<file path="src/rtl/fight_pkg.sv">
// Shared types for the match controller: player state codes, hit flag
// codes, match phases, winner codes, hitbox record and small helpers.
package fight_pkg;

  typedef enum logic [3:0] {
    P_IDLE              = 4'd0,
    P_MOVEFORWARDS      = 4'd1,
    P_MOVEBACKWARDS     = 4'd2,
    P_B_ATTACK_START    = 4'd3,
    P_B_ATTACK_END      = 4'd4,
    P_B_ATTACK_RECOVERY = 4'd5,
    P_D_ATTACK_START    = 4'd6,
    P_D_ATTACK_END      = 4'd7,
    P_D_ATTACK_RECOVERY = 4'd8,
    P_HITSTUN           = 4'd9,
    P_BLOCKSTUN         = 4'd10
  } player_state_t;

  typedef enum logic [1:0] {
    notHit           = 2'b00,
    hitByBasic       = 2'b01,
    hitByDirectional = 2'b10
  } hitflag_t;

  typedef enum logic [1:0] {
    M_IDLE      = 2'd0,
    M_COUNTDOWN = 2'd1,
    M_FIGHT     = 2'd2,
    M_KO        = 2'd3
  } match_state_t;

  typedef enum logic [1:0] {
    W_NONE  = 2'b00,
    W_LEFT  = 2'b01,
    W_RIGHT = 2'b10,
    W_DRAW  = 2'b11
  } winner_t;

  typedef struct packed {
    logic [9:0] x1;
    logic [9:0] x2;
    logic [9:0] y1;
    logic [9:0] y2;
  } box_t;

  // Inclusive rectangle overlap; touching edges count as contact.
  function automatic logic boxOverlap(input box_t a, input box_t b);
    return (a.x1 <= b.x2) && (b.x1 <= a.x2) && (a.y1 <= b.y2) && (b.y1 <= a.y2);
  endfunction

  // A swing is in progress only while an attack box can be live.
  function automatic logic isSwing(input logic [3:0] state);
    return (state == P_B_ATTACK_END) || (state == P_D_ATTACK_END);
  endfunction

  // Unblocked damage: basic costs 1, directional costs 2, floor at 0.
  function automatic logic [2:0] healthAfterHit(input logic [2:0] h, input hitflag_t kind);
    logic [2:0] dmg;
    dmg = (kind == hitByDirectional) ? 3'd2 : 3'd1;
    return (h > dmg) ? (h - dmg) : 3'd0;
  endfunction

endpackage

</file>
<file path="src/rtl/fight_ctrl_if.sv">
// Bundle of player-facing signals around the match controller. The master
// side is the top level / players, the slave side is fight_ctrl.
interface fight_ctrl_if;
  logic       start;
  logic [3:0] l_state;
  logic [3:0] r_state;
  logic [9:0] l_bas_x1, l_bas_x2, l_bas_y1, l_bas_y2;
  logic [9:0] l_dir_x1, l_dir_x2, l_dir_y1, l_dir_y2;
  logic [9:0] l_hurt_x1, l_hurt_x2, l_hurt_y1, l_hurt_y2;
  logic [9:0] r_bas_x1, r_bas_x2, r_bas_y1, r_bas_y2;
  logic [9:0] r_dir_x1, r_dir_x2, r_dir_y1, r_dir_y2;
  logic [9:0] r_hurt_x1, r_hurt_x2, r_hurt_y1, r_hurt_y2;
  logic [1:0] l_hitflag;
  logic [1:0] r_hitflag;
  logic [2:0] l_health;
  logic [2:0] r_health;
  logic [2:0] l_block;
  logic [2:0] r_block;
  logic       freeze;
  logic [1:0] match_state;
  logic [1:0] winner;

  modport master (
    output start, l_state, r_state,
    output l_bas_x1, l_bas_x2, l_bas_y1, l_bas_y2,
    output l_dir_x1, l_dir_x2, l_dir_y1, l_dir_y2,
    output l_hurt_x1, l_hurt_x2, l_hurt_y1, l_hurt_y2,
    output r_bas_x1, r_bas_x2, r_bas_y1, r_bas_y2,
    output r_dir_x1, r_dir_x2, r_dir_y1, r_dir_y2,
    output r_hurt_x1, r_hurt_x2, r_hurt_y1, r_hurt_y2,
    input  l_hitflag, r_hitflag, l_health, r_health,
    input  l_block, r_block, freeze, match_state, winner
  );

  modport slave (
    input  start, l_state, r_state,
    input  l_bas_x1, l_bas_x2, l_bas_y1, l_bas_y2,
    input  l_dir_x1, l_dir_x2, l_dir_y1, l_dir_y2,
    input  l_hurt_x1, l_hurt_x2, l_hurt_y1, l_hurt_y2,
    input  r_bas_x1, r_bas_x2, r_bas_y1, r_bas_y2,
    input  r_dir_x1, r_dir_x2, r_dir_y1, r_dir_y2,
    input  r_hurt_x1, r_hurt_x2, r_hurt_y1, r_hurt_y2,
    output l_hitflag, r_hitflag, l_health, r_health,
    output l_block, r_block, freeze, match_state, winner
  );
endinterface

</file>
<file path="src/rtl/fight_ctrl_hit_detect.sv">
// One attacker's hit test: pick the box that is live in the attacker's
// current state and test it against the defender's hurtbox.
module hit_detect
  import fight_pkg::*;
(
  input  logic [3:0] i_atkState,
  input  box_t       i_basBox,
  input  box_t       i_dirBox,
  input  box_t       i_hurtBox,
  output hitflag_t   o_hit
);

  // Active-box selection followed by the overlap test.
  always_comb begin
    o_hit = notHit;
    if ((i_atkState == P_B_ATTACK_END) && boxOverlap(i_basBox, i_hurtBox)) begin
      o_hit = hitByBasic;
    end else if ((i_atkState == P_D_ATTACK_END) && boxOverlap(i_dirBox, i_hurtBox)) begin
      o_hit = hitByDirectional;
    end
  end

endmodule

</file>
<file path="src/rtl/fight_ctrl.sv">
// Match controller: round FSM, per-frame hit resolution between the two
// players, health/block bookkeeping and input freeze.
module fight_ctrl
  import fight_pkg::*;
#(
  parameter int HEALTH_INIT  = 5,
  parameter int BLOCK_INIT   = 3,
  parameter int BLOCK_REGEN  = 60,
  parameter int COUNTDOWN    = 120,
  parameter int ROUND_FRAMES = 3600,
  parameter int KO_HOLD      = 180
) (
  input  logic clk,
  input  logic rst_n,
  fight_ctrl_if.slave bus
);

  // One phase counter serves countdown, fight and KO; size it for the longest.
  localparam int CNT_SPAN = (ROUND_FRAMES > COUNTDOWN)
                          ? ((ROUND_FRAMES > KO_HOLD) ? ROUND_FRAMES : KO_HOLD)
                          : ((COUNTDOWN > KO_HOLD) ? COUNTDOWN : KO_HOLD);
  localparam int CNT_W   = $clog2(CNT_SPAN);
  localparam int REGEN_W = $clog2(BLOCK_REGEN);

  localparam logic [CNT_W-1:0]   C_CD_LAST    = CNT_W'(COUNTDOWN - 1);
  localparam logic [CNT_W-1:0]   C_ROUND_LAST = CNT_W'(ROUND_FRAMES - 1);
  localparam logic [CNT_W-1:0]   C_KO_LAST    = CNT_W'(KO_HOLD - 1);
  localparam logic [REGEN_W-1:0] C_REGEN_LAST = REGEN_W'(BLOCK_REGEN - 1);
  localparam logic [2:0]         C_HEALTH     = 3'(HEALTH_INIT);
  localparam logic [2:0]         C_BLOCK      = 3'(BLOCK_INIT);

  match_state_t        r_state, w_nextState;
  winner_t             r_winner, w_nextWinner;
  logic [CNT_W-1:0]    r_frameCnt;
  logic [2:0]          r_lHealth, r_rHealth, w_lHealthNxt, w_rHealthNxt;
  logic [2:0]          r_lBlock, r_rBlock, w_lBlockNxt, w_rBlockNxt;
  logic [REGEN_W-1:0]  r_lRegen, r_rRegen, w_lRegenNxt, w_rRegenNxt;
  logic                r_lConn, r_rConn;
  hitflag_t            r_lHitflag, r_rHitflag;
  hitflag_t            w_lAtkRaw, w_rAtkRaw, w_lAtkHit, w_rAtkHit;
  logic                w_roundLoad, w_detectEn;
  box_t                w_lBas, w_lDir, w_lHurt, w_rBas, w_rDir, w_rHurt;

  assign w_lBas  = {bus.l_bas_x1,  bus.l_bas_x2,  bus.l_bas_y1,  bus.l_bas_y2};
  assign w_lDir  = {bus.l_dir_x1,  bus.l_dir_x2,  bus.l_dir_y1,  bus.l_dir_y2};
  assign w_lHurt = {bus.l_hurt_x1, bus.l_hurt_x2, bus.l_hurt_y1, bus.l_hurt_y2};
  assign w_rBas  = {bus.r_bas_x1,  bus.r_bas_x2,  bus.r_bas_y1,  bus.r_bas_y2};
  assign w_rDir  = {bus.r_dir_x1,  bus.r_dir_x2,  bus.r_dir_y1,  bus.r_dir_y2};
  assign w_rHurt = {bus.r_hurt_x1, bus.r_hurt_x2, bus.r_hurt_y1, bus.r_hurt_y2};

  hit_detect u_leftAtk (
    .i_atkState (bus.l_state),
    .i_basBox   (w_lBas),
    .i_dirBox   (w_lDir),
    .i_hurtBox  (w_rHurt),
    .o_hit      (w_lAtkRaw)
  );

  hit_detect u_rightAtk (
    .i_atkState (bus.r_state),
    .i_basBox   (w_rBas),
    .i_dirBox   (w_rDir),
    .i_hurtBox  (w_lHurt),
    .o_hit      (w_rAtkRaw)
  );

  // Detection is suppressed in the cycle that decides KO or timeout, so no
  // flag ever lands while the match is leaving the fight phase.
  assign w_roundLoad = (r_state == M_IDLE) && bus.start;
  assign w_detectEn  = (r_state == M_FIGHT) && (r_lHealth != 3'd0) &&
                       (r_rHealth != 3'd0) && (r_frameCnt != C_ROUND_LAST);
  assign w_lAtkHit   = (w_detectEn && !r_lConn) ? w_lAtkRaw : notHit;
  assign w_rAtkHit   = (w_detectEn && !r_rConn) ? w_rAtkRaw : notHit;

  // Match FSM next state and winner decision; KO outranks timeout.
  always_comb begin
    w_nextState  = r_state;
    w_nextWinner = r_winner;
    case (r_state)
      M_IDLE: begin
        if (bus.start) begin
          w_nextState  = M_COUNTDOWN;
          w_nextWinner = W_NONE;
        end
      end
      M_COUNTDOWN: begin
        if (r_frameCnt == C_CD_LAST) w_nextState = M_FIGHT;
      end
      M_FIGHT: begin
        if ((r_lHealth == 3'd0) || (r_rHealth == 3'd0)) begin
          w_nextState = M_KO;
          if ((r_lHealth == 3'd0) && (r_rHealth == 3'd0)) w_nextWinner = W_DRAW;
          else if (r_lHealth == 3'd0)                     w_nextWinner = W_RIGHT;
          else                                            w_nextWinner = W_LEFT;
        end else if (r_frameCnt == C_ROUND_LAST) begin
          w_nextState = M_KO;
          if (r_lHealth > r_rHealth)      w_nextWinner = W_LEFT;
          else if (r_lHealth < r_rHealth) w_nextWinner = W_RIGHT;
          else                            w_nextWinner = W_DRAW;
        end
      end
      M_KO: begin
        if (r_frameCnt == C_KO_LAST) w_nextState = M_IDLE;
      end
      default: w_nextState = M_IDLE;
    endcase
  end

  // Match state, winner and phase counter registers.
  always_ff @(posedge clk or negedge rst_n) begin
    if (!rst_n) begin
      r_state    <= M_IDLE;
      r_winner   <= W_NONE;
      r_frameCnt <= '0;
    end else begin
      r_state  <= w_nextState;
      r_winner <= w_nextWinner;
      if ((w_nextState != r_state) || (r_state == M_IDLE)) r_frameCnt <= '0;
      else                                                 r_frameCnt <= r_frameCnt + CNT_W'(1);
    end
  end

  // Right defender: regen in fight, then a hit by the left player overrides.
  always_comb begin
    w_rHealthNxt = r_rHealth;
    w_rBlockNxt  = r_rBlock;
    w_rRegenNxt  = r_rRegen;
    if (r_state == M_FIGHT) begin
      if (r_rBlock >= C_BLOCK) begin
        w_rRegenNxt = '0;
      end else if (r_rRegen == C_REGEN_LAST) begin
        w_rBlockNxt = r_rBlock + 3'd1;
        w_rRegenNxt = '0;
      end else begin
        w_rRegenNxt = r_rRegen + REGEN_W'(1);
      end
    end
    if (w_lAtkHit != notHit) begin
      if ((bus.r_state == P_MOVEBACKWARDS) && (r_rBlock != 3'd0)) begin
        w_rBlockNxt = r_rBlock - 3'd1;
        w_rRegenNxt = '0;
      end else begin
        w_rHealthNxt = healthAfterHit(r_rHealth, w_lAtkHit);
      end
    end
  end

  // Left defender: mirror of the right side.
  always_comb begin
    w_lHealthNxt = r_lHealth;
    w_lBlockNxt  = r_lBlock;
    w_lRegenNxt  = r_lRegen;
    if (r_state == M_FIGHT) begin
      if (r_lBlock >= C_BLOCK) begin
        w_lRegenNxt = '0;
      end else if (r_lRegen == C_REGEN_LAST) begin
        w_lBlockNxt = r_lBlock + 3'd1;
        w_lRegenNxt = '0;
      end else begin
        w_lRegenNxt = r_lRegen + REGEN_W'(1);
      end
    end
    if (w_rAtkHit != notHit) begin
      if ((bus.l_state == P_MOVEBACKWARDS) && (r_lBlock != 3'd0)) begin
        w_lBlockNxt = r_lBlock - 3'd1;
        w_lRegenNxt = '0;
      end else begin
        w_lHealthNxt = healthAfterHit(r_lHealth, w_rAtkHit);
      end
    end
  end

  // Health, block, regen, one-hit-per-swing and registered hit flags.
  always_ff @(posedge clk or negedge rst_n) begin
    if (!rst_n) begin
      r_lHealth  <= C_HEALTH;
      r_rHealth  <= C_HEALTH;
      r_lBlock   <= C_BLOCK;
      r_rBlock   <= C_BLOCK;
      r_lRegen   <= '0;
      r_rRegen   <= '0;
      r_lConn    <= 1'b0;
      r_rConn    <= 1'b0;
      r_lHitflag <= notHit;
      r_rHitflag <= notHit;
    end else begin
      r_lHitflag <= w_rAtkHit;
      r_rHitflag <= w_lAtkHit;
      if (w_roundLoad) begin
        r_lHealth <= C_HEALTH;
        r_rHealth <= C_HEALTH;
        r_lBlock  <= C_BLOCK;
        r_rBlock  <= C_BLOCK;
        r_lRegen  <= '0;
        r_rRegen  <= '0;
        r_lConn   <= 1'b0;
        r_rConn   <= 1'b0;
      end else begin
        r_lHealth <= w_lHealthNxt;
        r_rHealth <= w_rHealthNxt;
        r_lBlock  <= w_lBlockNxt;
        r_rBlock  <= w_rBlockNxt;
        r_lRegen  <= w_lRegenNxt;
        r_rRegen  <= w_rRegenNxt;
        if (!isSwing(bus.l_state))     r_lConn <= 1'b0;
        else if (w_lAtkHit != notHit)  r_lConn <= 1'b1;
        if (!isSwing(bus.r_state))     r_rConn <= 1'b0;
        else if (w_rAtkHit != notHit)  r_rConn <= 1'b1;
      end
    end
  end

  assign bus.l_hitflag   = r_lHitflag;
  assign bus.r_hitflag   = r_rHitflag;
  assign bus.l_health    = r_lHealth;
  assign bus.r_health    = r_rHealth;
  assign bus.l_block     = r_lBlock;
  assign bus.r_block     = r_rBlock;
  assign bus.match_state = r_state;
  assign bus.winner      = r_winner;
  assign bus.freeze      = (r_state != M_FIGHT);

endmodule

</file>
<file path="src/flat_wrapper.sv">
// flat-port wrapper written by rule: the top's interface ports become plain ports
module fight_ctrl_flat import fight_pkg::*;
#(
  parameter int HEALTH_INIT  = 5,
  parameter int BLOCK_INIT   = 3,
  parameter int BLOCK_REGEN  = 60,
  parameter int COUNTDOWN    = 120,
  parameter int ROUND_FRAMES = 3600,
  parameter int KO_HOLD      = 180
)
  (clk, rst_n, bus_start, bus_l_state, bus_r_state, bus_l_bas_x1, bus_l_bas_x2, bus_l_bas_y1, bus_l_bas_y2, bus_l_dir_x1, bus_l_dir_x2, bus_l_dir_y1, bus_l_dir_y2, bus_l_hurt_x1, bus_l_hurt_x2, bus_l_hurt_y1, bus_l_hurt_y2, bus_r_bas_x1, bus_r_bas_x2, bus_r_bas_y1, bus_r_bas_y2, bus_r_dir_x1, bus_r_dir_x2, bus_r_dir_y1, bus_r_dir_y2, bus_r_hurt_x1, bus_r_hurt_x2, bus_r_hurt_y1, bus_r_hurt_y2, bus_l_hitflag, bus_r_hitflag, bus_l_health, bus_r_health, bus_l_block, bus_r_block, bus_freeze, bus_match_state, bus_winner);
  fight_ctrl_if bus_i ();
  input  logic clk;
  input  logic rst_n;
  input wire logic [$bits(bus_i.start)-1:0] bus_start;
  input wire logic [$bits(bus_i.l_state)-1:0] bus_l_state;
  input wire logic [$bits(bus_i.r_state)-1:0] bus_r_state;
  input wire logic [$bits(bus_i.l_bas_x1)-1:0] bus_l_bas_x1;
  input wire logic [$bits(bus_i.l_bas_x2)-1:0] bus_l_bas_x2;
  input wire logic [$bits(bus_i.l_bas_y1)-1:0] bus_l_bas_y1;
  input wire logic [$bits(bus_i.l_bas_y2)-1:0] bus_l_bas_y2;
  input wire logic [$bits(bus_i.l_dir_x1)-1:0] bus_l_dir_x1;
  input wire logic [$bits(bus_i.l_dir_x2)-1:0] bus_l_dir_x2;
  input wire logic [$bits(bus_i.l_dir_y1)-1:0] bus_l_dir_y1;
  input wire logic [$bits(bus_i.l_dir_y2)-1:0] bus_l_dir_y2;
  input wire logic [$bits(bus_i.l_hurt_x1)-1:0] bus_l_hurt_x1;
  input wire logic [$bits(bus_i.l_hurt_x2)-1:0] bus_l_hurt_x2;
  input wire logic [$bits(bus_i.l_hurt_y1)-1:0] bus_l_hurt_y1;
  input wire logic [$bits(bus_i.l_hurt_y2)-1:0] bus_l_hurt_y2;
  input wire logic [$bits(bus_i.r_bas_x1)-1:0] bus_r_bas_x1;
  input wire logic [$bits(bus_i.r_bas_x2)-1:0] bus_r_bas_x2;
  input wire logic [$bits(bus_i.r_bas_y1)-1:0] bus_r_bas_y1;
  input wire logic [$bits(bus_i.r_bas_y2)-1:0] bus_r_bas_y2;
  input wire logic [$bits(bus_i.r_dir_x1)-1:0] bus_r_dir_x1;
  input wire logic [$bits(bus_i.r_dir_x2)-1:0] bus_r_dir_x2;
  input wire logic [$bits(bus_i.r_dir_y1)-1:0] bus_r_dir_y1;
  input wire logic [$bits(bus_i.r_dir_y2)-1:0] bus_r_dir_y2;
  input wire logic [$bits(bus_i.r_hurt_x1)-1:0] bus_r_hurt_x1;
  input wire logic [$bits(bus_i.r_hurt_x2)-1:0] bus_r_hurt_x2;
  input wire logic [$bits(bus_i.r_hurt_y1)-1:0] bus_r_hurt_y1;
  input wire logic [$bits(bus_i.r_hurt_y2)-1:0] bus_r_hurt_y2;
  output wire logic [$bits(bus_i.l_hitflag)-1:0] bus_l_hitflag;
  output wire logic [$bits(bus_i.r_hitflag)-1:0] bus_r_hitflag;
  output wire logic [$bits(bus_i.l_health)-1:0] bus_l_health;
  output wire logic [$bits(bus_i.r_health)-1:0] bus_r_health;
  output wire logic [$bits(bus_i.l_block)-1:0] bus_l_block;
  output wire logic [$bits(bus_i.r_block)-1:0] bus_r_block;
  output wire logic [$bits(bus_i.freeze)-1:0] bus_freeze;
  output wire logic [$bits(bus_i.match_state)-1:0] bus_match_state;
  output wire logic [$bits(bus_i.winner)-1:0] bus_winner;
  assign bus_i.start = bus_start;
  assign bus_i.l_state = bus_l_state;
  assign bus_i.r_state = bus_r_state;
  assign bus_i.l_bas_x1 = bus_l_bas_x1;
  assign bus_i.l_bas_x2 = bus_l_bas_x2;
  assign bus_i.l_bas_y1 = bus_l_bas_y1;
  assign bus_i.l_bas_y2 = bus_l_bas_y2;
  assign bus_i.l_dir_x1 = bus_l_dir_x1;
  assign bus_i.l_dir_x2 = bus_l_dir_x2;
  assign bus_i.l_dir_y1 = bus_l_dir_y1;
  assign bus_i.l_dir_y2 = bus_l_dir_y2;
  assign bus_i.l_hurt_x1 = bus_l_hurt_x1;
  assign bus_i.l_hurt_x2 = bus_l_hurt_x2;
  assign bus_i.l_hurt_y1 = bus_l_hurt_y1;
  assign bus_i.l_hurt_y2 = bus_l_hurt_y2;
  assign bus_i.r_bas_x1 = bus_r_bas_x1;
  assign bus_i.r_bas_x2 = bus_r_bas_x2;
  assign bus_i.r_bas_y1 = bus_r_bas_y1;
  assign bus_i.r_bas_y2 = bus_r_bas_y2;
  assign bus_i.r_dir_x1 = bus_r_dir_x1;
  assign bus_i.r_dir_x2 = bus_r_dir_x2;
  assign bus_i.r_dir_y1 = bus_r_dir_y1;
  assign bus_i.r_dir_y2 = bus_r_dir_y2;
  assign bus_i.r_hurt_x1 = bus_r_hurt_x1;
  assign bus_i.r_hurt_x2 = bus_r_hurt_x2;
  assign bus_i.r_hurt_y1 = bus_r_hurt_y1;
  assign bus_i.r_hurt_y2 = bus_r_hurt_y2;
  assign bus_l_hitflag = bus_i.l_hitflag;
  assign bus_r_hitflag = bus_i.r_hitflag;
  assign bus_l_health = bus_i.l_health;
  assign bus_r_health = bus_i.r_health;
  assign bus_l_block = bus_i.l_block;
  assign bus_r_block = bus_i.r_block;
  assign bus_freeze = bus_i.freeze;
  assign bus_match_state = bus_i.match_state;
  assign bus_winner = bus_i.winner;
  fight_ctrl #(.HEALTH_INIT(HEALTH_INIT), .BLOCK_INIT(BLOCK_INIT), .BLOCK_REGEN(BLOCK_REGEN), .COUNTDOWN(COUNTDOWN), .ROUND_FRAMES(ROUND_FRAMES), .KO_HOLD(KO_HOLD)) u_core (.clk(clk), .rst_n(rst_n), .bus(bus_i));
endmodule
</file>
<file path="config.mk">
export PLATFORM = sky130hd
export DESIGN_NAME = fight_ctrl_flat
export DESIGN_NICKNAME = d
export VERILOG_FILES = /design/src/rtl/fight_pkg.sv /design/src/rtl/fight_ctrl_if.sv /design/src/rtl/fight_ctrl_hit_detect.sv /design/src/rtl/fight_ctrl.sv /design/src/flat_wrapper.sv
export SDC_FILE = /design/constraint.sdc
export NUM_CORES = 1
export LEC_CHECK = 0
export CAP_MARGIN = 20
export CORE_MARGIN = 2
export CORE_UTILIZATION = 35
export CTS_CLUSTER_SIZE = 24
export DETAILED_ROUTE_END_ITERATION = 7
export GPL_TIMING_DRIVEN = 1
export PLACE_DENSITY = 0.67
export SETUP_SLACK_MARGIN = 0.1
export SLEW_MARGIN = 10
export SYNTH_ARGS = -nofsm -noshare
export SYNTH_HDL_FRONTEND = slang
export SYNTH_SLANG_ARGS = --single-unit
</file>
<file path="constraint.sdc">
create_clock -name clk -period 3.9 [get_ports clk]
set_input_delay 0.78 -clock clk [delete_from_list [all_inputs] [get_ports clk]]
set_output_delay 0.78 -clock clk [all_outputs]
set_load 0.03 [all_outputs]
</file>
==> metrics, run 1 <==
Pins Over Slew Limit 0; Worst Slack Setup Final roughly 230 ps; routed via count about 7200; # fillers ~1900; Final min period 3674 ps; Clk Latency, worst-skew pair approximately 290 ps; proportion of synthesized flip-flops having asynchronous set or reset 1.000; pre-CTS worst setup slack -371.5 ps; mean number of vias per cell around 5; type of destination of the critical path register; area of combinational cells with multiple inputs about 0.0053 mm2; Detail Route Antenna Nets 0; Post-synth top flop sky130_fd_sc_hd__dfrtp_1; largest net degree at the start of global routing 45; register area share after synthesis 0.1681; most common cell after layout, fill and taps aside sky130_fd_sc_hd__clkdlybuf4s50_1; number of cells after detailed placement about 1400; final weighted congestion in routability-driven placement between 0.9 and 1; 1st-iter DRT viols between 150 and 200; CP Data Required Time 4070 ps; Mapped Area 0.006909 mm2; largest cells by area after synthesis sky130_fd_sc_hd__ha_1 32%, sky130_fd_sc_hd__dfrtp_1 14%, sky130_fd_sc_hd__inv_1 8.8%; area after detailed placement 0.01017 mm2; class of the most critical setup path input port to register; area of the die approximately 0.021 mm2; post-synthesis register bit count 46; final hold slack around 350 ps; Die W ~140 um; number of setup violations in the final report 0; vertical die dimension about 140 um; largest driver fanout on the critical path 3; average instance area after synthesis ~7.9 um2; htree depth 2; final HPWL from detailed placement 18630 um; startpoint class of the critical path input port; CTS clk-pin slew, worst paths ~60 ps; library cell with the largest summed area after synthesis sky130_fd_sc_hd__ha_1; maximum vdd ir drop about 0.19 mV; Worst Path Arrival between 3000 and 4000 ps; Fmax achieved 272.2 MHz; storage element area 0.001161 mm2; root buffer selected by CTS sky130_fd_sc_hd__clkbuf_16; total of max-cap violations 0; clock tree from TritonCTS done; routed len/inst around 15 um; first drt pass iteration count 4; share of the synthesized area in the top cell type 0.3187; total number of nets in the final design about 1600; Leak Pwr approximately 5 nW; fraction of layout instances using a drive strength above 1 0.07783; Final Cycle Share 0.9420; antenna diode count 0; Inserted Clock Buffers 5; Max clock buf depth 2; remaining max-slew budget at the tightest pin 0.5778; post-route standard cell area excluding fillers between 0.01 and 0.015 mm2; DRC violations left 0; highest-count cells in the layout ignoring fill and taps 270 x sky130_fd_sc_hd__clkdlybuf4s50_1, 166 x sky130_fd_sc_hd__ha_1, 158 x sky130_fd_sc_hd__inv_1; synthesis warning total 0; via count of the first global-routing pass 7398; initial standard-cell utilization of the core 0.3562; antenna violations before repair 0; Setup TNS 0 ps; global-route wire length before repair between 30000 and 40000 um; setup repair after global routing missed its margin no; post-layout instance count excluding filler cells roughly 1400; standard-cell rows a little over 50; power density over the cells just over 200 mW/mm2; number of distinct standard cells referenced by the synthesized netlist 60; global routing usage summed across all routing layers 0.2012; clk_skew around 4.2 ps; wire length after detailed routing between 20000 and 25000 um; remaining global-route overflow 0; io pins 272; number of flops mapped to enable cells by yosys 0; Worst Tran Pin Value between 600 and 700 ps; cell count after synthesis 876; final hold violations 0; TritonCTS Sinks 46; signed area change from the synthesized netlist to the final layout 53.02%; status completed; net count of the mapped netlist 1305; Core ar. approximately 0.019 mm2; HP Class input port to asynchronous set/reset pin; IO buf count between 200 and 300
## through the flow
| step | power (mW) | utilization |
|---|---|---|
| after global placement | 1.668 | 0.5244 |
| after CTS | 2.124 | 0.5327 |
| after floorplan | 1.194 | - |
| final | 2.147 | 0.5450 |
| after global routing | 2.332 | 0.5450 |
| after detailed placement | 1.684 | 0.5244 |
## path summary, 6_finish.rpt
check	startpoint	to	slack, ps	cells after the start
max reg2reg	u_core.r_frameCnt[0]	u_core.bus.r_health[1]	730	11
max in group asynchronous	rst_n	u_core.bus.l_block[0]	2860	3
min in group clk	u_core.r_frameCnt[0]	u_core.r_frameCnt[0]	450	1
min reg2reg	u_core.r_frameCnt[0]	u_core.r_frameCnt[0]	450	1
min	rst_n	u_core.bus.r_hitflag[1]	350	1
max	bus_r_hurt_x2[3]	u_core.bus.r_health[1]	230	14
## critical path: stages
cell and delay, ps:
sky130_fd_sc_hd__clkdlybuf4s50_1 450, sky130_fd_sc_hd__inv_1 50, sky130_fd_sc_hd__ha_1 300, sky130_fd_sc_hd__a21o_1 160
sky130_fd_sc_hd__a21o_1 170, sky130_fd_sc_hd__a2111oi_4 280, sky130_fd_sc_hd__buf_4 160, sky130_fd_sc_hd__o22ai_1 80
sky130_fd_sc_hd__or4_4 550, sky130_fd_sc_hd__ha_4 180, sky130_fd_sc_hd__inv_1 80, sky130_fd_sc_hd__fa_1 410
sky130_fd_sc_hd__o211ai_1 90, sky130_fd_sc_hd__mux2i_1 90
## sequential cells by signal, indices dropped and copies added, names as in the netlist
name	cells
u_core.bus.l_block	3
u_core.bus.l_health	3
u_core.bus.l_hitflag	2
u_core.bus.match_state	2
u_core.bus.r_block	3
u_core.bus.r_health	3
u_core.bus.r_hitflag	2
u_core.bus.winner	2
u_core.r_frameCnt	12
u_core.r_lConn	1
u_core.r_lRegen	6
u_core.r_rConn	1
u_core.r_rRegen	6
## layout make-up
type	count	share of cell area
Timing Repair Buffer	306	0.2825
Clock buffer	5	0.01183
Tap cell	265	0.03136
Multi-Input combinational cell	658	0.5043
Clock inverter	3	0.002012
Inverter	164	0.05823
Sequential cell	46	0.1098
## cells in the mapped netlist, types with 3 or more instances
cell                        number
sky130_fd_sc_hd__a2111oi_0      11
sky130_fd_sc_hd__a211oi_1       24
sky130_fd_sc_hd__a21o_1         17
sky130_fd_sc_hd__a21oi_1        47
sky130_fd_sc_hd__a22oi_1         3
sky130_fd_sc_hd__a31oi_1         4
sky130_fd_sc_hd__and2_1          3
sky130_fd_sc_hd__and3_1          9
sky130_fd_sc_hd__and4_1          5
sky130_fd_sc_hd__clkbuf_1        8
sky130_fd_sc_hd__dfrtp_1        38
sky130_fd_sc_hd__dfstp_2         8
sky130_fd_sc_hd__ha_1          176
sky130_fd_sc_hd__inv_1         162
sky130_fd_sc_hd__mux2i_1         7
sky130_fd_sc_hd__nand2_1        46
sky130_fd_sc_hd__nand2b_1       18
sky130_fd_sc_hd__nand3_1        16
sky130_fd_sc_hd__nand4_1        31
sky130_fd_sc_hd__nor2_1         61
sky130_fd_sc_hd__nor2b_1         7
sky130_fd_sc_hd__nor3_1         35
sky130_fd_sc_hd__nor4_1         10
sky130_fd_sc_hd__nor4b_1         4
sky130_fd_sc_hd__o2111ai_1       3
sky130_fd_sc_hd__o211ai_1        6
sky130_fd_sc_hd__o21ai_0        27
sky130_fd_sc_hd__o21ai_1        18
sky130_fd_sc_hd__o22ai_1         6
sky130_fd_sc_hd__o31ai_1         3
sky130_fd_sc_hd__or4_1           7
sky130_fd_sc_hd__xnor2_1         7
sky130_fd_sc_hd__xor2_1          9
## power by group
part	total [mW]	leakage (nW)	switching [mW]	internal, mW
Clock	0.431	0.0698	0.193	0.238
Combinational	1.08	4.40	0.495	0.588
Sequential	0.633	0.585	0.0821	0.551
## repair_timing
action | in CTS | in global routing
gates cloned | 0 | 0
gates resized for setup | 4 | 38
pin swaps | 0 | 19
hold buffers | 0 | 0
setup endpoints to repair | 3 | 6
setup buffers | 0 | 0
## cells by family (layout without fill, tap and decap cells)
family	count (synthesis)	after routing	synth area share
buffers and inverters	172	478	0.09344
and+or+nand+nor	268	268	0.2074
DFF	46	46	0.1681
AOI/OAI and AO/OA	187	187	0.1729
xor gates and xnor gates	16	16	0.02028
muxes	9	9	0.01340
adders and majority gates	178	178	0.3245
## per-layer routing
| metal | share of wire | up-vias | track usage |
|---|---|---|---|
| li1 | - | 3754 | - |
| met1 | 0.42 | 3252 | 0.2310 |
| met2 | 0.49 | 211 | 0.3876 |
| met3 | 0.074 | 19 | 0.04007 |
| met4 | 0.014 | 0 | 0.03424 |
| met5 | 0 | - | 0 |
Power figures use the tool's default switching activity.
==> inputs of run 2 (changes only) <==
- CTS_CLUSTER_SIZE: 24 -> 8
- SETUP_SLACK_MARGIN: 0.1 -> 0.3
==> metrics, run 2 (synthesized netlist as in run 1, its figures left out) <==
HP Class input port to asynchronous set/reset pin; fraction of power consumed by the clock network 0.195 (-0.006); Detail Route Antenna Nets 0 (unchanged); htree depth 2 (unchanged); number of setup violations in the final report 0 (unchanged); status completed; total of max-cap violations 0 (unchanged); DRC violations left 0 (unchanged); largest driver fanout on the critical path 3 (unchanged); global-route wire length before repair 34500 um (+1.8%); Final min period 3570 ps (-103.5 ps); flip-flop count of the largest register after layout 12 (unchanged); largest registers ranked by flip-flop count u_core.r_frameCnt: 12 flops, u_core.r_lRegen: 6 flops, u_core.r_rRegen: 6 flops; setup slack of the worst register-to-register path 650 ps (-80 ps); global routing usage summed across all routing layers 0.2048 (+0.003561); clk_skew 6.110 ps (+1.920 ps); Core ar. 0.01940 mm2 (unchanged); routed via count 7376 (+1.9%); Buffers & Inverters on Critical Path 4 (unchanged); area of the die 0.02088 mm2 (unchanged); vertical die dimension 144.5 um (unchanged); total power 2.217 mW (+3.3%); signed area change from the synthesized netlist to the final layout 61.48%; first drt pass iteration count 4 (unchanged); setup repair after global routing missed its margin yes; internal power 1.410 mW (+2.4%); # fillers 1812 (-4.2%); Worst Tran Pin Value 668.8 ps (+44.25 ps); pre-CTS worst setup slack -371.5 ps (unchanged); switching power as a share of total power 0.3639 (+0.005266); wire length after detailed routing 22400 um (+4.9%); slowest cell delay on critical path 460 ps (-90 ps); Leak Pwr 5.320 nW (+5.2%); crit path max-delay cell type sky130_fd_sc_hd__clkdlybuf4s50_1; final core occ 0.5751 (+0.03012); class of the most critical setup path input port to register; switching power summed over all nets 0.8068 mW (+4.8%); 1st-iter DRT viols 230 (+20%); power density over the cells 198.7 mW/mm2 (-2.2%); sequential cell fraction of total power 0.286 (-0.009); initial standard-cell utilization of the core 0.3562 (unchanged); Die W 144.5 um (unchanged); Final Cycle Share 0.9155 (-0.02654); total number of nets in the final design 1617 (+0.43%); remaining max-slew budget at the tightest pin 0.5501 (-0.02763); Clk Latency, worst-skew pair 290 ps (about the same); Worst Path Arrival 3780 ps (-60 ps); routed len/inst 15.41 um (+4.4%); antenna violations before repair 0 (unchanged); standard-cell rows 51 (unchanged); Max clock buf depth 2 (unchanged); CTS clk-pin slew, worst paths 70 ps (about the same); TritonCTS Sinks 46 (unchanged); series of cell instances along the critical path clkdlybuf4s50_1 -> inv_1 -> ha_1 -> nand4_1 -> a211oi_2 -> a2111oi_4 -> buf_4 -> o21ai_4 -> nor4_4 -> inv_2 -> ha_4 -> a21oi_2 -> a21o_1 -> nor4_1 -> o21ai_1 -> o211ai_1; antenna diode count 0 (unchanged); Inserted Clock Buffers 5 (unchanged); maximum vdd ir drop 0.1909 mV (-0.21%); final HPWL from detailed placement 18630 um (unchanged); number of buffers inserted by hold repair at cts 0 (unchanged); largest net degree at the start of global routing 45 (unchanged); final hold violations 0 (unchanged); root buffer selected by CTS sky130_fd_sc_hd__clkbuf_16; most common cell after layout, fill and taps aside sky130_fd_sc_hd__clkdlybuf4s50_1; Pins Over Slew Limit 0 (unchanged); combinational fraction of design power 0.519 (+0.015); CP Data Required Time 4110 ps (+40 ps); startpoint class of the critical path input port; mean number of vias per cell 5.073 (+1.4%); Worst Slack Setup Final 329.6 ps (+103.5 ps); via count of the first global-routing pass 7517 (+1.6%); fraction of layout instances using a drive strength above 1 0.1405 (+0.06262); type of destination of the critical path register; final weighted congestion in routability-driven placement 0.9015 (unchanged); Fmax achieved 280.1 MHz (+2.9%); register with the most flip-flops u_core.r_frameCnt; final hold slack 353.8 ps (-0.3610 ps); remaining global-route overflow 0 (unchanged); IO buf count 271 (unchanged); highest-count cells in the layout ignoring fill and taps 242 x sky130_fd_sc_hd__clkdlybuf4s50_1, 140 x sky130_fd_sc_hd__inv_1, 137 x sky130_fd_sc_hd__ha_1; clock tree from TritonCTS done; io pins 272 (unchanged); gate family responsible for the most delay along the worst path compound AO/OA/AOI/OAI gates
run 2: cell count changes in the layout (fill, tap and decap cells not counted), sizes merged:
cell / before / now
clkdlybuf4s50: 270 / 242
buf: 36 / 43
dlygate4sd2: 0 / 2
dlymetal6s2s: 0 / 26
run 2: repair_timing:
action | CTS | global route
setup endpoints to repair | 6 | 18
endpoints found under the hold margin | 0 | 0
gates resized for setup | 40 | 103
setup buffers | 2 | 5
pin swaps | 22 | 42
run 2: layout make-up:
| class | instances | area [um2] | share of cell area |
|---|---|---|---|
| clock buffer | 5 | 125.1 | 0.01121 |
| clock inverter | 3 | 21.27 | 0.001906 |
| inverter | 164 | 615.6 | 0.05518 |
| sequential | 46 | 1161 | 0.1041 |
| timing repair buffer | 313 | 3102 | 0.2780 |
| tap | 265 | 331.6 | 0.02972 |
| multi-input combinational | 658 | 5801 | 0.5199 |
run 2: worst reg2reg max path, cell delays in order (launching register included):
cell and delay [ps]:
sky130_fd_sc_hd__dfrtp_1 460, sky130_fd_sc_hd__and2b_1 260, sky130_fd_sc_hd__inv_2 40, sky130_fd_sc_hd__or3_4 410, sky130_fd_sc_hd__nor3_1 530, sky130_fd_sc_hd__o21ai_4 140, sky130_fd_sc_hd__nor4_4 330, sky130_fd_sc_hd__inv_2 100
sky130_fd_sc_hd__ha_4 280, sky130_fd_sc_hd__a21oi_2 50, sky130_fd_sc_hd__a21o_1 160, sky130_fd_sc_hd__nor4_1 220, sky130_fd_sc_hd__o21ai_1 100, sky130_fd_sc_hd__o211ai_1 100
run 2: power by group through the flow:
stage | Combinational, mW | Sequential [mW] | Clock, mW
after CTS | 1.08 | 0.631 | 0.436
after floorplan | 0.546 | 0.648 | 0
after detailed placement | 1.05 | 0.639 | 0
after global placement | 1.03 | 0.639 | 0
after global routing | 1.30 | 0.643 | 0.463
final | 1.15 | 0.634 | 0.432
run 2: worst paths after layout:
kind                                                to                      start  depth (start not counted)
max in group asynchronous        u_core.bus.l_block[0]                      rst_n                          3
worst min-delay path            u_core.bus.r_health[1]                      rst_n                          1
worst max register to register  u_core.bus.l_health[2]  u_core.bus.match_state[0]                         13
min in group clk                  u_core.r_frameCnt[0]       u_core.r_frameCnt[0]                          1
worst min register to register    u_core.r_frameCnt[0]       u_core.r_frameCnt[0]                          1
worst max-delay path            u_core.bus.l_health[2]            bus_r_dir_y2[2]                         16
run 2: metal layers:
layer | part of all wire | GRT usage | vias up
met3 | 0.073 | 0.04040 | 23
met5 | 0 | 0 | -
met4 | 0.016 | 0.03628 | 0
met1 | 0.41 | 0.2328 | 3361
li1 | - | - | 3773
met2 | 0.50 | 0.3969 | 219
run 2: stage by stage:
| stage | area, um2 | TNS, ps | std cells |
|---|---|---|---|
| after floorplan | 6909 | 0 | 876 |
| after global placement | 10170 | -1103 | 1438 |
| after detailed placement | 10170 | -1306 | 1438 |
| after CTS | 10550 | 0 | 1448 |
| after global routing | 11160 | 0 | 1454 |
| final | 11160 | 0 | 1454 |
==> inputs of run 3 (changes only) <==
- SYNTH_HIERARCHICAL: not set -> 1
==> metrics, run 3 <==
Fmax achieved 277.9 MHz (-0.78%); remaining global-route overflow 0 (unchanged); class of the most critical setup path input port to register; fraction of layout instances using a drive strength above 1 0.4052 (+0.2648); number of buffers inserted by hold repair at cts 0 (unchanged); Final Cycle Share 0.9227 (+0.007235); Buffers & Inverters on Critical Path 2 (-2); most common cell after layout, fill and taps aside sky130_fd_sc_hd__ha_4; net count of the mapped netlist 1260 (-3.4%); Die W 142.4 um (-1.4%); gate family responsible for the most delay along the worst path simple AND/OR/NAND/NOR gates; post-route standard cell area excluding fillers 0.01259 mm2 (+13%); storage element area 0.001161 mm2 (unchanged); largest cells by area after synthesis sky130_fd_sc_hd__ha_1 33%, sky130_fd_sc_hd__dfrtp_1 14%, sky130_fd_sc_hd__inv_1 8.9%; switching power as a share of total power 0.3249 (-0.03892); IO buf count 271 (unchanged); TritonCTS Sinks 46 (unchanged); sequential cell fraction of total power 0.247 (-0.039); total number of nets in the final design 1615 (-0.12%); Pins Over Slew Limit 0 (unchanged); antenna violations before repair 5 (+5); standard-cell rows 50 (-2.0%); global routing usage summed across all routing layers 0.2183 (+0.01349); first drt pass iteration count 5 (+1); register with the most flip-flops u_core/r_frameCnt; library cell with the largest summed area after synthesis sky130_fd_sc_hd__ha_1; setup repair after global routing missed its margin yes; 1st-iter DRT viols 214 (-7.0%); proportion of synthesized flip-flops having asynchronous set or reset 1.000 (unchanged); largest registers ranked by flip-flop count u_core/r_frameCnt: 12 flops, u_core/r_lRegen: 6 flops, u_core/r_rRegen: 6 flops; largest net degree at the start of global routing 32 (-29%); Worst Path Arrival 3820 ps (+40 ps); Inserted Clock Buffers 5 (unchanged); final HPWL from detailed placement 18150 um (-2.6%); global-route wire length before repair 35670 um (+3.4%); via count of the first global-routing pass 7366 (-2.0%); number of distinct standard cells referenced by the synthesized netlist 61 (+1.7%); final hold violations 0 (unchanged); Core ar. 0.01877 mm2 (-3.3%); root buffer selected by CTS sky130_fd_sc_hd__clkbuf_16; area of the die 0.02028 mm2 (-2.9%); crit-path most repeated cell sky130_fd_sc_hd__nor2_2; crit path max-delay cell type sky130_fd_sc_hd__fa_2; slowest cell delay on critical path 540 ps (+80 ps); routed via count 7381 (+0.068%); area after detailed placement 0.01004 mm2 (-1.3%); synthesis warning total 6 (+6); commonest cells in the synthesized netlist 176 x sky130_fd_sc_hd__ha_1, 159 x sky130_fd_sc_hd__inv_1, 72 x sky130_fd_sc_hd__nor2_1; Setup TNS 0 ps (unchanged); combinational fraction of design power 0.500 (-0.019); Detail Route Antenna Nets 0 (unchanged); type of destination of the critical path register; cell count after synthesis 831 (-5.1%); signed area change from the synthesized netlist to the final layout 87.80%; routed len/inst 17.92 um (+16%); Max clock buf depth 2 (unchanged); largest driver fanout on the critical path 3 (unchanged); DRC violations left 0 (unchanged); Final min period 3599 ps (+28.22 ps); highest-count cells in the layout ignoring fill and taps 102 x sky130_fd_sc_hd__ha_4, 97 x sky130_fd_sc_hd__inv_2, 83 x sky130_fd_sc_hd__dlymetal6s2s_1; initial standard-cell utilization of the core 0.3573 (+0.001101); htree depth 2 (unchanged); Worst Tran Pin Value 694.0 ps (+25.17 ps); total power 1.933 mW (-13%); fraction of power consumed by the clock network 0.253 (+0.058); Post-synth top flop sky130_fd_sc_hd__dfrtp_1; final weighted congestion in routability-driven placement 0.8758 (-2.9%); share of the synthesized area in the top cell type 0.3284 (+0.009694); # fillers 1427 (-21%); CP Data Required Time 4120 ps (about the same); switching power summed over all nets 0.6280 mW (-22%); number of setup violations in the final report 0 (unchanged); average instance area after synthesis 8.069 um2 (+2.3%); io pins 272 (unchanged); total of max-cap violations 0 (unchanged); mean number of vias per cell 5.176 (+2.0%); internal power 1.305 mW (-7.5%); remaining max-slew budget at the tightest pin 0.5374 (-0.01278); final core occ 0.6709 (+0.09579); CTS clk-pin slew, worst paths 70 ps (about the same); power density over the cells 153.5 mW/mm2 (-23%); most instantiated library cell after synthesis sky130_fd_sc_hd__ha_1; startpoint class of the critical path input port; vertical die dimension 142.4 um (-1.4%); clock tree from TritonCTS done; series of cell instances along the critical path clkdlybuf4s50_1 -> ha_2 -> nand4_1 -> nor2_2 -> nand3_2 -> a2111oi_4 -> and3_4 -> nand2b_4 -> buf_6 -> fa_2 -> o21ai_2 -> mux2_4 -> nor2_2; area of combinational cells with multiple inputs 0.007048 mm2 (+22%); clk_skew 6.050 ps (-0.05979 ps); maximum vdd ir drop 0.2098 mV (+9.9%); number of flops mapped to enable cells by yosys 0 (unchanged); flip-flop count of the largest register after layout 12 (unchanged); wire length after detailed routing 25560 um (+14%); Mapped Area 0.006705 mm2 (-3.0%); status completed; HP Class register to register; Clk Latency, worst-skew pair 280 ps (about the same); Leak Pwr 6.074 nW (+14%); post-synthesis register bit count 46 (unchanged); register area share after synthesis 0.1732 (+0.005112)
run 3: changes by cell type after synthesis, moves of 6 or more:
cell | before | now
sky130_fd_sc_hd__nor2_1 | 61 | 72
sky130_fd_sc_hd__nand4_1 | 31 | 41
sky130_fd_sc_hd__nor4_1 | 10 | 4
sky130_fd_sc_hd__a31oi_1 | 4 | 12
sky130_fd_sc_hd__o21ai_1 | 18 | 10
sky130_fd_sc_hd__a2111oi_0 | 11 | 4
sky130_fd_sc_hd__a21oi_1 | 47 | 41
sky130_fd_sc_hd__nand2_1 | 46 | 37
sky130_fd_sc_hd__a21o_1 | 17 | 8
sky130_fd_sc_hd__nor3_1 | 35 | 11
sky130_fd_sc_hd__o21ai_0 | 27 | 34
sky130_fd_sc_hd__nand2b_1 | 18 | 12
run 3: cell type report:
cell class,instances,share of cell area
diodes,5,0.0009936
inverters,160,0.04809
repair buffers,354,0.2625
multi-input cells,619,0.5597
clock inverters,2,0.002981
well taps,234,0.02325
flip-flops and latches,46,0.09221
clock buffers,6,0.01023
run 3: what timing repair did:
item / in CTS / in global routing
setup buffers: 18 / 20
cloned: 0 / 0
setup endpoints to repair: 21 / 17
pin swaps: 166 / 165
gates resized for setup: 361 / 356
run 3: kinds of logic (layout without fill, tap and decap cells):
family | after synthesis | in the layout | share of synthesized area
fa+ha+maj | 178 | 178 | 0.3344
buf+inv | 166 | 522 | 0.09423
compound gates | 162 | 162 | 0.1609
mux | 8 | 8 | 0.01269
simple gates | 251 | 251 | 0.1985
xor+xnor | 20 | 20 | 0.02612
flops | 46 | 46 | 0.1732
other cells | 0 | 5 | 0
run 3: worst reg2reg max path: stages (launching register included):
cell and delay, ps:
sky130_fd_sc_hd__dfrtp_1 370, sky130_fd_sc_hd__ha_1 200, sky130_fd_sc_hd__and3_1 290, sky130_fd_sc_hd__nand3_1 310, sky130_fd_sc_hd__and2_1 320, sky130_fd_sc_hd__and3_4 210, sky130_fd_sc_hd__nand2b_4 100, sky130_fd_sc_hd__ha_4 150
sky130_fd_sc_hd__inv_2 40, sky130_fd_sc_hd__fa_2 530, sky130_fd_sc_hd__o21ai_2 60, sky130_fd_sc_hd__mux2_4 270, sky130_fd_sc_hd__nor2_2 100
run 3: per-layer routing:
| metal | up-vias | global-route usage | wire length [um] |
|---|---|---|---|
| met2 | 174 | 0.4027 | 13460 |
| met3 | 50 | 0.03129 | 1010 |
| met5 | - | 0 | 0 |
| met1 | 3489 | 0.2625 | 10370 |
| met4 | 0 | 0.06357 | 716 |
| li1 | 3668 | - | - |
run 3: per-stage QoR:
| step | cells | worst slack, ps | hold slack, ps |
|---|---|---|---|
| detailed placement | 1375 | -473.5 | 455.4 |
| finish | 1426 | 301.4 | 456.5 |
| floorplan | 831 | 301.4 | 424.4 |
| CTS | 1401 | 287.6 | 464.9 |
| global placement | 1375 | -359.4 | 445.8 |
| global route | 1426 | 176.0 | 484.2 |
run 3: worst paths after layout:
path / endpoint / startpoint / depth (start not counted) / slack (ps)
setup / recovery: u_core/bus.r_health[1] / bus_l_dir_y1[6] / 13 / 300
max in group asynchronous: u_core/bus.r_health[2] / rst_n / 2 / 2600
min in group asynchronous: u_core/r_frameCnt[1] / rst_n / 1 / 540
setup reg to reg: u_core/bus.r_health[1] / u_core/r_frameCnt[0] / 12 / 890
hold reg to reg: u_core/r_frameCnt[0] / u_core/r_frameCnt[0] / 1 / 460
hold / removal: u_core/r_frameCnt[0] / u_core/r_frameCnt[0] / 1 / 460
run 3: power groups by stage:
stage          clock [mW]  sequential (mW)  combinational [mW]
2_1_floorplan           0            0.486               0.287
3_3_place_gp            0            0.486               0.660
3_5_place_dp            0            0.486               0.670
4_1_cts             0.497            0.477               0.799
5_1_grt             0.510            0.477                1.05
6_report            0.488            0.477               0.967
